## config.mk

```make
export PLATFORM = sky130hd
export DESIGN_NAME = hazard_ctrl
export DESIGN_NICKNAME = d
export VERILOG_FILES = /design/src/rtl/hazard_ctrl_pkg.sv /design/src/rtl/hazard_match.sv /design/src/rtl/hazard_ctrl.sv
export SDC_FILE = /design/constraint.sdc
export NUM_CORES = 1
export LEC_CHECK = 0
export ABC_AREA = 1
export CAP_MARGIN = 20
export CORE_MARGIN = 4
export CORE_UTILIZATION = 45
export DETAILED_ROUTE_END_ITERATION = 7
export GPL_TIMING_DRIVEN = 1
export HOLD_SLACK_MARGIN = 0.15
export PLACE_DENSITY = 0.83
export SLEW_MARGIN = 40
export SYNTH_ARGS = -nofsm -noshare
export SYNTH_HDL_FRONTEND = slang
export SYNTH_SLANG_ARGS = --single-unit
```

## constraint.sdc

```tcl
create_clock -name clk -period 2 [get_ports clk]
set_clock_uncertainty 0.1 [all_clocks]
set_input_delay 0.4 -clock clk [delete_from_list [all_inputs] [get_ports clk]]
set_output_delay 0.4 -clock clk [all_outputs]
set_load 0.02 [all_outputs]
```

## src/rtl/hazard_ctrl_pkg.sv

```systemverilog
// rtl/hazard_ctrl_pkg.sv - shared types for the pipeline hazard controller
package hazard_ctrl_pkg;

  localparam int REG_W  = 5;
  localparam int N_TRK  = 3;
  localparam int TRK_EX = 0;

  typedef struct packed {
    logic             valid;
    logic [REG_W-1:0] dst;
    logic             reg_write;
    logic             mem_to_reg;
  } hazard_entry_t;

  typedef enum logic [1:0] {
    FWD_RF  = 2'd0,
    FWD_MEM = 2'd1,
    FWD_WB  = 2'd2
  } fwd_sel_t;

  localparam hazard_entry_t ENTRY_EMPTY = '0;

  function automatic hazard_entry_t make_entry(input logic [REG_W-1:0] dst,
                                               input logic reg_write,
                                               input logic mem_to_reg);
    hazard_entry_t e;
    e.valid      = 1'b1;
    e.dst        = dst;
    e.reg_write  = reg_write;
    e.mem_to_reg = mem_to_reg;
    return e;
  endfunction

  // The producer closest to execute holds the newest value, so it wins.
  function automatic fwd_sel_t pick_fwd(input logic hit_ex, input logic hit_mem);
    if (hit_ex)  return FWD_MEM;
    if (hit_mem) return FWD_WB;
    return FWD_RF;
  endfunction

endpackage

```

## src/rtl/hazard_match.sv

```systemverilog
// rtl/hazard_match.sv - compares one tracked entry against one decode source register
module hazard_match
  import hazard_ctrl_pkg::*;
(
  input  hazard_entry_t    entry_i,
  input  logic [REG_W-1:0] src_i,
  input  logic             used_i,
  output logic             hit_o,
  output logic             load_hit_o
);

  // Register 0 is hardwired to zero and never produces a dependency.
  assign hit_o = used_i & entry_i.valid & entry_i.reg_write &
                 (entry_i.dst != '0) & (entry_i.dst == src_i);

  assign load_hit_o = hit_o & entry_i.mem_to_reg;

endmodule

```

## src/rtl/hazard_ctrl.sv

```systemverilog
// rtl/hazard_ctrl.sv - RAW hazard detection, stall/bubble control and operand forwarding
// Optional feature: define HAZARD_FORWARD_EN to enable execute-stage forwarding.
module hazard_ctrl
  import hazard_ctrl_pkg::*;
#(
  parameter int STALL_CNT_W = 32
) (
  input  logic                   clk,
  input  logic                   reset,
  input  logic                   id_valid,
  input  logic [REG_W-1:0]       id_rs,
  input  logic [REG_W-1:0]       id_rt,
  input  logic                   id_uses_rs,
  input  logic                   id_uses_rt,
  input  logic [REG_W-1:0]       id_dst,
  input  logic                   id_reg_write,
  input  logic                   id_mem_to_reg,
  input  logic                   mem_busy,
  output logic                   stall_f,
  output logic                   stall_d,
  output logic                   flush_e,
  output logic                   hold_e,
  output logic [1:0]             fwd_a_sel,
  output logic [1:0]             fwd_b_sel,
  output logic [STALL_CNT_W-1:0] stall_cnt
);

  hazard_entry_t ex_q, ex_d;
  hazard_entry_t mem_q, mem_d;
  hazard_entry_t wb_q, wb_d;
  logic [STALL_CNT_W-1:0] cnt_q, cnt_d;

  hazard_entry_t [N_TRK-1:0] trk;
  logic [N_TRK-1:0] hit_rs, hit_rt, ld_rs, ld_rt;
  logic use_rs, use_rt;
  logic frozen, hazard, bubble;

  assign trk    = {wb_q, mem_q, ex_q};
  assign use_rs = id_valid & id_uses_rs;
  assign use_rt = id_valid & id_uses_rt;
  assign frozen = mem_busy;
  assign bubble = hazard | ~id_valid;

  for (genvar i = 0; i < N_TRK; i++) begin : g_trk
    hazard_match u_rs (
      .entry_i   (trk[i]),
      .src_i     (id_rs),
      .used_i    (use_rs),
      .hit_o     (hit_rs[i]),
      .load_hit_o(ld_rs[i])
    );
    hazard_match u_rt (
      .entry_i   (trk[i]),
      .src_i     (id_rt),
      .used_i    (use_rt),
      .hit_o     (hit_rt[i]),
      .load_hit_o(ld_rt[i])
    );
  end

`ifdef HAZARD_FORWARD_EN
  // Only a load in execute cannot be forwarded in time; everything else bypasses.
  assign hazard = ld_rs[TRK_EX] | ld_rt[TRK_EX];

  logic unused_trk;
  assign unused_trk = ^{hit_rs[2], hit_rt[2], ld_rs[2:1], ld_rt[2:1]};
`else
  // No write-through: wait until the producer has left writeback.
  assign hazard = |{hit_rs, hit_rt};

  logic unused_trk;
  assign unused_trk = ^{ld_rs, ld_rt};
`endif

  always_comb begin
    stall_f = 1'b0;
    stall_d = 1'b0;
    flush_e = 1'b0;
    hold_e  = 1'b0;
    if (frozen) begin
      stall_f = 1'b1;
      stall_d = 1'b1;
      hold_e  = 1'b1;
    end else if (hazard) begin
      stall_f = 1'b1;
      stall_d = 1'b1;
      flush_e = 1'b1;
    end
  end

  always_comb begin
    ex_d  = ex_q;
    mem_d = mem_q;
    wb_d  = wb_q;
    cnt_d = cnt_q;
    if (!frozen) begin
      ex_d  = bubble ? ENTRY_EMPTY : make_entry(id_dst, id_reg_write, id_mem_to_reg);
      mem_d = ex_q;
      wb_d  = mem_q;
      if (hazard && (cnt_q != '1)) begin
        cnt_d = cnt_q + {{(STALL_CNT_W-1){1'b0}}, 1'b1};
      end
    end
  end

  always_ff @(posedge clk or posedge reset) begin
    if (reset) begin
      ex_q  <= ENTRY_EMPTY;
      mem_q <= ENTRY_EMPTY;
      wb_q  <= ENTRY_EMPTY;
      cnt_q <= '0;
    end else begin
      ex_q  <= ex_d;
      mem_q <= mem_d;
      wb_q  <= wb_d;
      cnt_q <= cnt_d;
    end
  end

  assign stall_cnt = cnt_q;

`ifdef HAZARD_FORWARD_EN
  fwd_sel_t fwd_a_q, fwd_a_d;
  fwd_sel_t fwd_b_q, fwd_b_d;

  // Selects are resolved against today's ex/mem, which become tomorrow's mem/wb.
  always_comb begin
    fwd_a_d = fwd_a_q;
    fwd_b_d = fwd_b_q;
    if (!frozen) begin
      if (bubble) begin
        fwd_a_d = FWD_RF;
        fwd_b_d = FWD_RF;
      end else begin
        fwd_a_d = pick_fwd(hit_rs[0], hit_rs[1]);
        fwd_b_d = pick_fwd(hit_rt[0], hit_rt[1]);
      end
    end
  end

  always_ff @(posedge clk or posedge reset) begin
    if (reset) begin
      fwd_a_q <= FWD_RF;
      fwd_b_q <= FWD_RF;
    end else begin
      fwd_a_q <= fwd_a_d;
      fwd_b_q <= fwd_b_d;
    end
  end

  assign fwd_a_sel = fwd_a_q;
  assign fwd_b_sel = fwd_b_q;

  logic unused_ld;
  assign unused_ld = ^{mem_q.mem_to_reg, wb_q.mem_to_reg};
`else
  assign fwd_a_sel = FWD_RF;
  assign fwd_b_sel = FWD_RF;

  logic unused_ld;
  assign unused_ld = ^{ex_q.mem_to_reg, mem_q.mem_to_reg, wb_q.mem_to_reg};
`endif

endmodule

```

==> run metrics <==
Synth top area share=between 30% and 40%; worst-case clock buffer depth=2; Avg Inst Size Synth=between 6 and 7 um^2; simple-gate area share of the yosys netlist=between 40% and 50%; Rows=33; Hold Vio Cnt, Final=0; RR Endpoint=stall_cnt[25]$_DFFE_PP0P_; initial antenna violation count=0; die width=between 90 and 100 um; Data required, critical path=around 1.5 ns; Total GRT Usage=22.13%; Final Cycle Share=115.8%; crit-path leading delay family=simple AND/OR/NAND/NOR gates; Layout Cells excl Fill=about 800; CP peak stage delay=~0.47 ns; Root Buffer=clkbuf_8; Gate power share=between 10% and 20%; run status=complete, but fails checks; post-route ant nets=0; Final Total Pwr=2.331 mW; Pint=1.664 mW; first-pass GRT wire length=roughly 18,000 um; Placed Area=roughly 4700 um^2; area leader, netlist=dfrtp_1; peak supply drop=roughly 360 uV; sequential share of the synthesized area=between 30% and 40%; Num CTS Buffers=5; Adder-Cell Fraction of Synth Area=0.3328%; crit path DAT=~1.8 ns; share of layout cells above drive strength 1=between 10 and 15%; clock sink count=between 50 and 60; WHS=between 0.2 and 0.25 ns; diode count=0; leakage=~2.6 nW; grt ovf=0; fin area=roughly 4900 um^2; Setup WS pre-CTS=-0.8594 ns; NetSw=about 0.67 mW; Clk pin slew, worst setup/hold paths=approximately 0.11 ns; reg-to-reg startpoint=ex_q[2]$_DFFE_PP0N_; drt first pass iters=5; PwrDens=475.6 nW/um^2; Initial DRC Count=approximately 250; failing checks=setup timing; vias in the first global route=slightly below 4,000; layout net count=just over 700; RSZ-0062 raised after global routing=true; CP Class=reg -> out; vias=4,091; area share of xor/xnor cells in the synthesized design=slightly below 4%; Ys Warns=0; DP HPWL=8113 um; IO buf count=57; core region area=just over 8000 um^2; min setup slack post-route=-0.3170 ns; Slowest-stage cell, CP=dfrtp_2; min cycle time layout=2.317 ns; placer congestion estimate=~0.95; crit-path cells=buf_6, nand2_4, nand2_2, nor2_2, nand2_1, nor2_1, nor2_2, buf_4, nand3_4, nand2_2, inv_2, buf_6; Post-Syn Area=roughly 3800 um^2; compound-cell area share of the yosys netlist=between 2 and 2.5%; switch share=28.60%; largest family of logic cells by synthesized area=simple AND/OR/NAND/NOR gates; clock network power share=about a third; wire per inst=around 13 um; Setup crit start kind=flop; Layout area overhead=30.35%; Starting Density=approximately 46%; Reg2Reg Depth=14; Max Cap Viol=0; WP buf/inv=4; Die Ht=between 90 and 100 um; top cells by area, synth=dfrtp_1 (35%), nand2_1 (28%), nand4_1 (7.0%); flop-to-flop setup slack=-0.23 ns; die outline area=~9900 um^2; vias per cell=roughly 5.1; DRC viols=0; placed insts=between 700 and 800; flop and latch count out of synthesis=53; sequential power share=between 50% and 60%; Distinct cells, synth=26; largest net degree at the start of global routing=34; Max Clock Freq=around 0.43 GHz; max-slew violations=0; CTS tree=built; crit-path max FO=4; setup violators final=35; CP Capture Type=output port; maximum level of the CTS H-tree=2; WL final=between 10,000 and 15,000 um; post-synthesis mux area share=0%; worst hold path type=in -> async; worst-skew pair later-pin latency=between 0.3 and 0.4 ns; I/O pin count=63; Synth Instances=approximately 600
## registers in the layout, indices dropped and copies added (netlist names)
| name | cells |
|---|---|
| trk | 7 |
| ex_q | 7 |
| mem_q | 7 |
| stall_cnt | 32 |
## worst max path at each step
stage / depth (start not counted) / start / to
floorplan: 10 / id_valid / stall_f
global placement: 10 / id_rs[2] / stall_d
detailed placement: 10 / id_rs[0] / stall_f
CTS: 12 / ex_q[4]$_DFFE_PP0N_ / flush_e
global route: 12 / ex_q[2]$_DFFE_PP0N_ / flush_e
finish: 12 / ex_q[2]$_DFFE_PP0N_ / flush_e
## layout make-up
cell class	count	area [um^2]
Clock inverter	3	43.79
Clock buffer	5	68.82
Sequential cell	53	1334
Fill cell	752	3274
Inverter	58	217.7
Timing Repair Buffer	104	963.4
Tap cell	105	131.4
Multi-Input combinational cell	468	2142
## cell families (layout without fill, tap and decap cells)
group,count (synthesis),after routing
adder cells (fa/ha/maj),1,1
AO/OA/AOI/OAI,16,16
buffers and inverters,81,170
AND/OR/NAND/NOR,430,430
flip-flops,53,53
other,1,4
XOR/XNOR,17,17
## metrics by stage
step           setup TNS [ns]  utilization (%)
2_1_floorplan               0                -
3_3_place_gp           -22.47            57.27
3_5_place_dp           -23.04            57.27
4_1_cts                -8.359            58.91
5_1_grt                -11.36            59.95
6_report               -7.728            59.95
## synthesized netlist by cell type, drive strengths merged
cell type / n
and3: 1
nand4: 43
clkbuf: 6
conb: 1
dfrtp: 53
xor2: 10
nand3b: 3
xnor2: 7
nor2: 65
ha: 1
o21ai: 13
inv: 58
nor3: 12
nand2: 277
a21oi: 3
nand3: 29
buf: 17
## what timing repair did
action                     4_1_cts  5_1_grt
setup endpoints to repair       36       40
pin swaps                        7       12
hold buffers                     0        0
buffers inserted                 4        3
gates resized for setup         37       26
## metal layers
| metal | wire length, um | global-route usage [%] | vias to the layer above |
|---|---|---|---|
| met5 | 0 | 0 | - |
| met1 | 4514 | 28.00 | 1864 |
| met3 | 581 | 3.576 | 28 |
| met4 | 289 | 7.878 | 0 |
| li1 | - | - | 2056 |
| met2 | 5342 | 38.17 | 143 |
## layout by cell type (no fill, tap or decap), types with 3 or more instances in the layout
master and count:
nand2_1 271, nor2_1 56, dfrtp_1 47, inv_1 44, nand4_1 42, buf_4 42, clkdlybuf4s50_1 37, nand3_1 26
inv_2 14, o21ai_0 13, dlygate4sd2_1 12, nor3_1 11, xor2_1 10, nor2_2 7, xnor2_1 7, dfrtp_2 6
nand2_2 5, clkbuf_8 5, dlymetal6s2s_1 5, conb_1 4, buf_6 4, nand3b_1 3, buf_12 3
## power groups by stage
| stage | clock network, mW | registers [mW] | logic (mW) |
|---|---|---|---|
| floorplan | 0 | 1.18 | 0.217 |
| global placement | 0 | 1.19 | 0.370 |
| detailed placement | 0 | 1.19 | 0.378 |
| CTS | 0.782 | 1.17 | 0.383 |
| global route | 0.825 | 1.18 | 0.448 |
| finish | 0.762 | 1.17 | 0.398 |
Power figures use the tool's default switching activity.
==> patch (config.mk and constraints unchanged) <==
`STALL_CNT_W`: 32 -> 28.
--- a/src/rtl/hazard_ctrl.sv
+++ b/src/rtl/hazard_ctrl.sv
@@ -5,3 +5,3 @@
 #(
-  parameter int STALL_CNT_W = 32
+  parameter int STALL_CNT_W = 28
 ) (
Interface: changed (resized stall_cnt); port bits go from 63 to 59. The function was not compared with the original's and may differ.
==> patch against the original RTL <==
The flow still finishes with violations (negative setup slack). Routed wire length down 5.9%. Via count down 12%. Synthesized cell count down 15%. Setup slack better by 0.14 ns. Design area down 5.7%. Largest cell class unchanged. Area after synthesis down 10%. Total power down 7.0%. Critical endpoint is now stall_f. Die area down 9.4%. Core utilization up 3.8 points. Global-route usage up 1.3 points. Critical path type unchanged. Sequential cell count down 4.
==> patch: results <==
[worst_setup_path]
worstRegToRegCells = 12
cp.arrival_ns = 1.67
endpoint = "stall_f"
crit_start = "ex_q[3]"
r2r_slack_ns = 0.05
r2r-end = "stall_cnt[23]"

[placed_design]
dpl_cell_area_um2 = 4210
dpl.hpwl_um = 7400
gp_congestion = 0.913
io_buffers = 53

[clock_network]
path_clk_slew_ns = 0.09
clockBufferDepth = 2

[synth]
synth_top_cells_by_count = "225 x nand2_1, 49 x dfrtp_1, 44 x inv_1"
synth_compound_area_frac = 0.0237
synth-adder-area-share = 0.00371
synth.area.top_cells = "dfrtp_1 36%, nand2_1 25%, nand4_1 6.7%"
synth_cell_type_count = 27
synth-xor-area-share = 0.0597
yosysSeqAreaShare = 0.363

[outcome]
run_status = "complete, but fails checks"
violations = "negative setup slack"

[power]
internal_power_mw = 1.54
vdd_drop_max_uv = 346
p_leak_nw = 2.32

[route]
avgViaCountPerCell = 5.14
firstDrtPassIters = 4
drtIter0Drc = 250
wl_um = 10100

[final_layout]
fin_nets = 626
largest_reg_flops = 28
drive_gt1_frac = 0.212
nFillCells = 641

[global_route]
grtUsageTotal = 0.234
grt_pass1_wl_um = 16500
grt_max_degree = 33
grt_pass1_vias = 3446

[sta]
setup-violations-final = 3
layout_setup_ws_ns = -0.174
finalSetupTns_ns = -0.521
-- patch: cell count changes in the layout (fill, tap and decap cells not counted), sizes merged, moves of 3 or more --
cell,before,now
nand3,29,25
nor2,65,49
dlymetal6s2s,5,2
xnor2,7,4
dfrtp,53,49
nand4,43,36
buf,50,53
clkbuf,5,8
nand2,277,226
nor3,12,9
xor2,10,19
inv,59,47
clkdlybuf4s50,37,34
-- patch: worst max-delay path, cell delays in order, from the launching register on --
cell,delay (ns)
dfrtp_1,0.44
inv_2,0.11
nand2_1,0.06
nand2_1,0.08
nor2_2,0.04
nand3_1,0.08
nand2_1,0.07
nand2_2,0.09
nand2_2,0.07
nor2_4,0.10
nand2_2,0.08
buf_6,0.14
-- patch: cells by family after synthesis --
logic type                 Yosys count
AOI/OAI and AO/OA                   16
xor gates and xnor gates            23
adders and majority gates            1
buffers and inverters               68
DFF                                 49
other                                1
and+or+nand+nor                    351
-- patch: worst min-delay path by stage --
stage / endpoint / slack, ns / cells after the start
2_1_floorplan: trk[17] / 0.35 / 2
3_3_place_gp: trk[17] / 0.37 / 2
3_5_place_dp: trk[17] / 0.38 / 2
4_1_cts: ex_q[1] / 0.26 / 2
5_1_grt: ex_q[1] / 0.27 / 2
6_report: ex_q[1] / 0.26 / 2
-- patch: repair_timing --
action | in CTS | in global routing
cloned | 0 | 1
setup buffers | 4 | 10
resized for setup | 65 | 38
pin swaps | 22 | 19
endpoints found under the setup margin | 32 | 31
-- patch: per-layer routing --
layer  up-vias  GRT usage  part of all wire
met5         -          0                 0
met4         0     0.0493             0.011
met3        10     0.0335             0.047
met2       100      0.416              0.53
met1      1714      0.301              0.41
li1       1786          -                 -
-- patch: area by class of cell --
type	instances	area [µm²]	area share
multi-input cells	395	2010	0.435
well taps	99	124	0.0268
clock inverters	1	5.00	0.00108
repair buffers	104	973	0.211
flip-flops and latches	49	1240	0.268
inverters	47	176	0.0382
clock buffers	7	96.3	0.0208
-- patch: power by group through the flow --
stage	clock network (mW)	logic, mW	registers [mW]
final	0.652	0.422	1.09
after global routing	0.710	0.472	1.10
after CTS	0.670	0.411	1.09
after detailed placement	0	0.389	1.10
after global placement	0	0.386	1.10
after floorplan	0	0.206	1.10
-- patch: through the flow --
step	setup slack [ns]	power (mW)	hold WS, ns	std cells
detailed placement	-0.933	1.49	0.375	679
CTS	-0.205	2.17	0.263	691
floorplan	0.0391	1.30	0.346	512
finish	-0.174	2.17	0.255	702
global route	-0.277	2.28	0.274	702
global placement	-0.944	1.49	0.369	679
